`src/rtl/sigma_timer_pkg.sv`:
```
// Shared register map, CTRL/STATUS bit positions and byte-enable merge helper
// for the sigma_timer CSR peripheral.
package sigma_timer_pkg;

  localparam logic [2:0] OFF_CTRL     = 3'd0;
  localparam logic [2:0] OFF_STATUS   = 3'd1;
  localparam logic [2:0] OFF_COUNT    = 3'd2;
  localparam logic [2:0] OFF_COMPARE  = 3'd3;
  localparam logic [2:0] OFF_PRESCALE = 3'd4;

  localparam int CTRL_EN         = 0;
  localparam int CTRL_AUTORELOAD = 1;
  localparam int CTRL_IRQ_EN     = 2;
  localparam int STATUS_MATCH    = 0;

  typedef struct packed {
    logic irq_en;
    logic autoreload;
    logic en;
  } ctrl_t;

  function automatic logic [31:0] be_merge(input logic [31:0] old_v,
                                           input logic [31:0] new_v,
                                           input logic [3:0]  be);
    logic [31:0] r;
    r = old_v;
    for (int i = 0; i < 4; i++) begin
      if (be[i]) r[8*i +: 8] = new_v[8*i +: 8];
    end
    return r;
  endfunction

endpackage

```
`src/rtl/sigma_timer_prescaler.sv`:
```
// Prescale counter: runs 0..prescale_i while enabled, pulsing tick_o on the
// terminal value; held at 0 when disabled and restarted on prescale rewrite.
module timer_prescaler #(
  parameter int PRESCALE_W = 16
) (
  input  logic                  clk_i,
  input  logic                  rst_i,
  input  logic                  en_i,
  input  logic                  restart_i,
  input  logic [PRESCALE_W-1:0] prescale_i,
  output logic                  tick_o
);

  logic [PRESCALE_W-1:0] cnt_q, cnt_d;

  assign tick_o = en_i && (cnt_q == prescale_i);

  always_comb begin
    cnt_d = cnt_q + 1'b1;
    if (!en_i || tick_o || restart_i) cnt_d = '0;
  end

  always_ff @(posedge clk_i or posedge rst_i) begin
    if (rst_i) cnt_q <= '0;
    else       cnt_q <= cnt_d;
  end

endmodule

```
`src/rtl/sigma_timer.sv`:
```
// 32-bit timer/compare CSR slave on the xif bus: zero-wait-state ack, read
// data returned one cycle later, level interrupt on compare match.
module sigma_timer
  import sigma_timer_pkg::*;
#(
  parameter logic [31:0] BASE_ADDR  = 32'h80000010,
  parameter int          PRESCALE_W = 16
) (
  input  logic        clk_i,
  input  logic        rst_i,
  input  logic        bus_req_i,
  input  logic        bus_we_i,
  input  logic [31:0] bus_addr_bi,
  input  logic [3:0]  bus_be_bi,
  input  logic [31:0] bus_wdata_bi,
  output logic        bus_ack_o,
  output logic        bus_resp_o,
  output logic [31:0] bus_rdata_bo,
  output logic        irq_o
);

  logic        hit, wr_en, rd_en, w1c, restart, tick, cmp_hit;
  logic [2:0]  off;
  logic [31:0] rd_val, wr_val;
  logic        unused_addr;

  ctrl_t                 ctrl_q, ctrl_d;
  logic                  match_q, match_d;
  logic [31:0]           count_q, count_d;
  logic [31:0]           compare_q, compare_d;
  logic [PRESCALE_W-1:0] prescale_q, prescale_d;
  logic                  resp_q, resp_d;
  logic [31:0]           rdata_q, rdata_d;

  assign hit         = (bus_addr_bi[31:5] == BASE_ADDR[31:5]);
  assign off         = bus_addr_bi[4:2];
  assign unused_addr = ^bus_addr_bi[1:0];
  assign bus_ack_o   = bus_req_i & hit;
  assign wr_en       = bus_ack_o & bus_we_i;
  assign rd_en       = bus_ack_o & ~bus_we_i;
  assign restart     = wr_en && (off == OFF_PRESCALE);
  assign w1c         = wr_en && (off == OFF_STATUS) && bus_be_bi[0] && bus_wdata_bi[STATUS_MATCH];
  assign cmp_hit     = tick && (count_q == compare_q);

  timer_prescaler #(.PRESCALE_W(PRESCALE_W)) u_prescaler (
    .clk_i      (clk_i),
    .rst_i      (rst_i),
    .en_i       (ctrl_q.en),
    .restart_i  (restart),
    .prescale_i (prescale_q),
    .tick_o     (tick)
  );

  always_comb begin
    rd_val = '0;
    case (off)
      OFF_CTRL:     rd_val[2:0] = ctrl_q;
      OFF_STATUS:   rd_val[STATUS_MATCH] = match_q;
      OFF_COUNT:    rd_val = count_q;
      OFF_COMPARE:  rd_val = compare_q;
      OFF_PRESCALE: rd_val[PRESCALE_W-1:0] = prescale_q;
      default:      rd_val = '0;
    endcase
  end

  // The addressed register's current value doubles as the merge base for writes.
  assign wr_val = be_merge(rd_val, bus_wdata_bi, bus_be_bi);

  always_comb begin
    ctrl_d     = ctrl_q;
    count_d    = count_q;
    compare_d  = compare_q;
    prescale_d = prescale_q;
    match_d    = (match_q & ~w1c) | cmp_hit;
    resp_d     = rd_en;
    rdata_d    = rd_en ? rd_val : rdata_q;

    if (tick) begin
      if (cmp_hit) begin
        if (ctrl_q.autoreload) count_d = '0;
        else                   ctrl_d.en = 1'b0;
      end else begin
        count_d = count_q + 32'd1;
      end
    end

    // Bus writes are applied last so they win over same-cycle timer updates.
    if (wr_en) begin
      case (off)
        OFF_CTRL:     ctrl_d     = ctrl_t'(wr_val[2:0]);
        OFF_COUNT:    count_d    = wr_val;
        OFF_COMPARE:  compare_d  = wr_val;
        OFF_PRESCALE: prescale_d = wr_val[PRESCALE_W-1:0];
        default:      ;
      endcase
    end
  end

  always_ff @(posedge clk_i or posedge rst_i) begin
    if (rst_i) begin
      ctrl_q     <= '0;
      match_q    <= 1'b0;
      count_q    <= '0;
      compare_q  <= '0;
      prescale_q <= '0;
      resp_q     <= 1'b0;
      rdata_q    <= '0;
    end else begin
      ctrl_q     <= ctrl_d;
      match_q    <= match_d;
      count_q    <= count_d;
      compare_q  <= compare_d;
      prescale_q <= prescale_d;
      resp_q     <= resp_d;
      rdata_q    <= rdata_d;
    end
  end

  assign bus_resp_o   = resp_q;
  assign bus_rdata_bo = resp_q ? rdata_q : '0;
  assign irq_o        = match_q & ctrl_q.irq_en;

endmodule
```
`config.mk`:
```
export PLATFORM = sky130hd
export DESIGN_NAME = sigma_timer
export DESIGN_NICKNAME = d
export VERILOG_FILES = /design/src/rtl/sigma_timer_pkg.sv /design/src/rtl/sigma_timer_prescaler.sv /design/src/rtl/sigma_timer.sv
export SDC_FILE = /design/constraint.sdc
export NUM_CORES = 1
export LEC_CHECK = 0
export ABC_AREA = 1
export BUFFER_PORTS_ARGS = -buffer_cell sky130_fd_sc_hd__buf_2
export CAP_MARGIN = 30
export CORE_MARGIN = 2
export CORE_UTILIZATION = 41
export DETAILED_ROUTE_END_ITERATION = 8
export SYNTH_ARGS = -nofsm -noshare
export SYNTH_HDL_FRONTEND = slang
export SYNTH_SLANG_ARGS = --single-unit
```
`constraint.sdc`:
```
create_clock -name clk_i -period 9.9 [get_ports clk_i]
set_input_delay 0.495 -clock clk_i [delete_from_list [all_inputs] [get_ports clk_i]]
set_output_delay 0.495 -clock clk_i [all_outputs]
set_load 0.02 [all_outputs]
```
==> results.toml <==
[timing]
layout_worst_path_cycle_share_pct = 32.1
total_setup_violations_reported_at_the_end_of_the_flow = 0
worstMarginPinSlew_ps = 941
final_hold_viol_count = 0
period_minus_slack_ps = 3170
skew_ps = 10.0
rsz_0062_raised_after_global_routing = "false"
hold_slack_ps = 127
tns_ps = 0
slew_headroom_pct = 37.2
timing.fmax_mhz = 315
finalMaxSlewViolations = 0

[grt]
overall_track_demand_over_capacity_in_global_routing_pct = 24.7
vias_in_the_first_global_route = 8171
overflow = 0
grt_first_pass_wirelength_mm = 43.3
number_of_antenna_violations_at_the_first_check_in_global_routing = 1
pin_count_of_the_biggest_net_entering_global_routing = 73

[yosys]
mappedNetlistArea_um2 = 8880
syn-mean-instance-area_um2 = 6.29
synthesized_netlist_net_count = 1487
number_of_instances_in_the_synthesized_netlist = 1413
yosysUniqueCellTypes = 39
ys.warnings.count = 0
synth-edff-count = 0
ys_async_sr_fraction_pct = 100
seq_area_frac_synth_pct = 37.5
ys_seq_elements = 133
yosys_most_used_dff = "sky130_fd_sc_hd__dfrtp_1"

[final_layout]
insertedDiodeCount = 0
area_growth_syn_to_layout_pct = 14.8
post_route_cells_drive_above_1_share_pct = 11.0
most-common-layout-cells = "sky130_fd_sc_hd__nand2_1 (559), sky130_fd_sc_hd__inv_1 (204), sky130_fd_sc_hd__dfrtp_1 (133)"
layout_commonest_cell = "sky130_fd_sc_hd__nand2_1"
design.final.nets = 1564
post_route_cell_area_um2 = 10200
final_core_utilization_pct = 48.2

[power_and_ir_drop]
finalPower_uw = 1270
peakVddDrop_uv = 118
p_leak_uw = 0.00551
power.density_cell_area_nw_per_um2 = 125

[critical_path]
timing.setup.critical_path_class = "flip-flop to flip-flop"
required_arrival_time_at_the_worst_endpoint_ps = 10230
start_kind = "flip-flop"
setup.worst_path.end_class = "flip-flop"
r2r_start = "u_prescaler.cnt_q[13]"
cp.arrival_ps = 3500
crit_path_start = "u_prescaler.cnt_q[13]"
crit_path_max_fanout = 20

[drt]
remaining_drc_errors = 0
wl_mm = 27.0
maxUsedRoutingLayer = "met4"
avgViaCountPerCell = 4.98
detail_route.first_pass.iterations = 6
ant_nets = 0
wl_met1_mm = 13.2
wl_per_cell_um = 15.2
vias = 8850
drt_iter0_drc = 720
met2_length_mm = 11.8
route.met3.wl_mm = 1.61

[clock_network]
numCtsBuffers = 17
post_cts_resized = 0
clkSlewWorstSetupHoldPaths_ps = 60
htreeDepth = 4
cts.sink_count = 133
cts_root_buffer = "sky130_fd_sc_hd__clkbuf_16"
max-clock-path-buffers = 2
clock_tree_from_tritoncts = "built"
clock_insertion_delay_worst_skew_ps = 430
number_of_hold_buffers_added_after_cts = 0
post_cts_setup_buffers = 0

[run]
cap_violations = 0

[floorplanning]
floorplan.io_pins = 107
num_rows = 53
die_y_um = 151
fp.coreArea_um2 = 21200
die_footprint_um2 = 22900
floorplan.initialDensity_pct = 42.0
die_x_um = 151

[placement]
dpl_cell_area_um2 = 9560
hpwl_mm = 19.9
gp_routability_congestion = 0.956
port_buffers = 104

[hold_path]
min-delay-path-class = "input port to asynchronous set/reset pin"

[status]
outcome = "finished, final reports clean"
==> registers in the layout, summed over array words and instances (netlist names) <==
register / count
compare_q: 32
u_prescaler.cnt_q: 16
count_q: 32
ctrl_q: 3
match_q: 1
prescale_q: 16
bus_resp_o: 1
rdata_q: 32
==> cell type report <==
cell class	count	area [um^2]
Clock buffer	17	425
Clock inverter	15	193
Fill cell	2242	11000
Inverter	215	812
Multi-Input combinational cell	1011	4490
Sequential cell	133	3330
Tap cell	275	344
Timing Repair Buffer	112	601
==> final timing paths <==
path / end / cells past startpoint / slack, ps
worst max-delay path: count_q[10] / 13 / 6730
worst min-delay path: rdata_q[7] / 2 / 130
worst max register to register: count_q[10] / 13 / 6730
worst min register to register: rdata_q[26] / 2 / 480
max in group asynchronous: count_q[18] / 4 / 8620
min in group clk_i: count_q[24] / 5 / 390
==> Yosys cell counts (2+ instances only) <==
master	number	area, um^2
sky130_fd_sc_hd__nor3_1	19	95.1
sky130_fd_sc_hd__o22ai_1	26	163
sky130_fd_sc_hd__o21bai_1	4	30.0
sky130_fd_sc_hd__nor2_1	128	480
sky130_fd_sc_hd__buf_6	2	22.5
sky130_fd_sc_hd__ha_1	2	25.0
sky130_fd_sc_hd__nor2_2	6	37.5
sky130_fd_sc_hd__inv_1	205	769
sky130_fd_sc_hd__clkbuf_1	22	82.6
sky130_fd_sc_hd__clkinv_1	2	7.51
sky130_fd_sc_hd__buf_2	28	140
sky130_fd_sc_hd__dfrtp_1	133	3330
sky130_fd_sc_hd__nand4_1	24	150
sky130_fd_sc_hd__a21boi_0	2	15.0
sky130_fd_sc_hd__buf_4	2	15.0
sky130_fd_sc_hd__o221ai_1	7	61.3
sky130_fd_sc_hd__nor3b_1	5	37.5
sky130_fd_sc_hd__nand3_1	71	355
sky130_fd_sc_hd__xnor2_1	5	43.8
sky130_fd_sc_hd__nand3b_1	2	15.0
sky130_fd_sc_hd__mux2i_1	8	80.1
sky130_fd_sc_hd__nand2_1	559	2100
sky130_fd_sc_hd__inv_2	8	30.0
sky130_fd_sc_hd__xor2_1	7	61.3
sky130_fd_sc_hd__o21ai_0	103	515
sky130_fd_sc_hd__a21oi_1	20	100
==> cell families (layout without fill, tap and decap cells) <==
logic type,Yosys count,in the layout,synth area share [%]
AOI/OAI and AO/OA,165,165,10.2
xor gates and xnor gates,12,12,1.18
adders and majority gates,2,2,0.282
buffers and inverters,269,359,12.0
DFF,133,133,37.5
muxes,8,8,0.902
and+or+nand+nor,824,824,38.0
==> worst max-delay path: stages (launching register included) <==
cell and delay (ps):
sky130_fd_sc_hd__dfrtp_1 420, sky130_fd_sc_hd__inv_1 90, sky130_fd_sc_hd__nand2_1 60, sky130_fd_sc_hd__nand2_1 40
sky130_fd_sc_hd__nor2_1 190, sky130_fd_sc_hd__nand2_1 130, sky130_fd_sc_hd__nor2_2 520, sky130_fd_sc_hd__nand2_2 180
sky130_fd_sc_hd__nor2_8 320, sky130_fd_sc_hd__nand2_1 560, sky130_fd_sc_hd__nand3_1 270, sky130_fd_sc_hd__nand3_1 110
sky130_fd_sc_hd__nand2_1 110, sky130_fd_sc_hd__inv_1 50
==> routing by layer <==
layer  vias to the layer above  track usage, %
met3                        34            3.55
met1                      3993            36.6
met2                       267            37.8
met4                         0            6.59
met5                         -               0
li1                       4556               -
==> report_power, final <==
group / switching, uW / leakage [uW] / total (uW) / internal, uW
clock: 272 / 0.000289 / 674 / 402
sequential: 0.319 / 0.00179 / 544 / 544
combinational: 38.2 / 0.00342 / 56.6 / 18.4
==> per-stage QoR <==
stage	setup WS [ps]	instances
floorplan	5850	1413
global placement	6300	1744
detailed placement	6700	1745
CTS	6740	1777
global route	6500	1778
finish	6730	1778
Note: power is estimated with default switching activity, not from simulation.
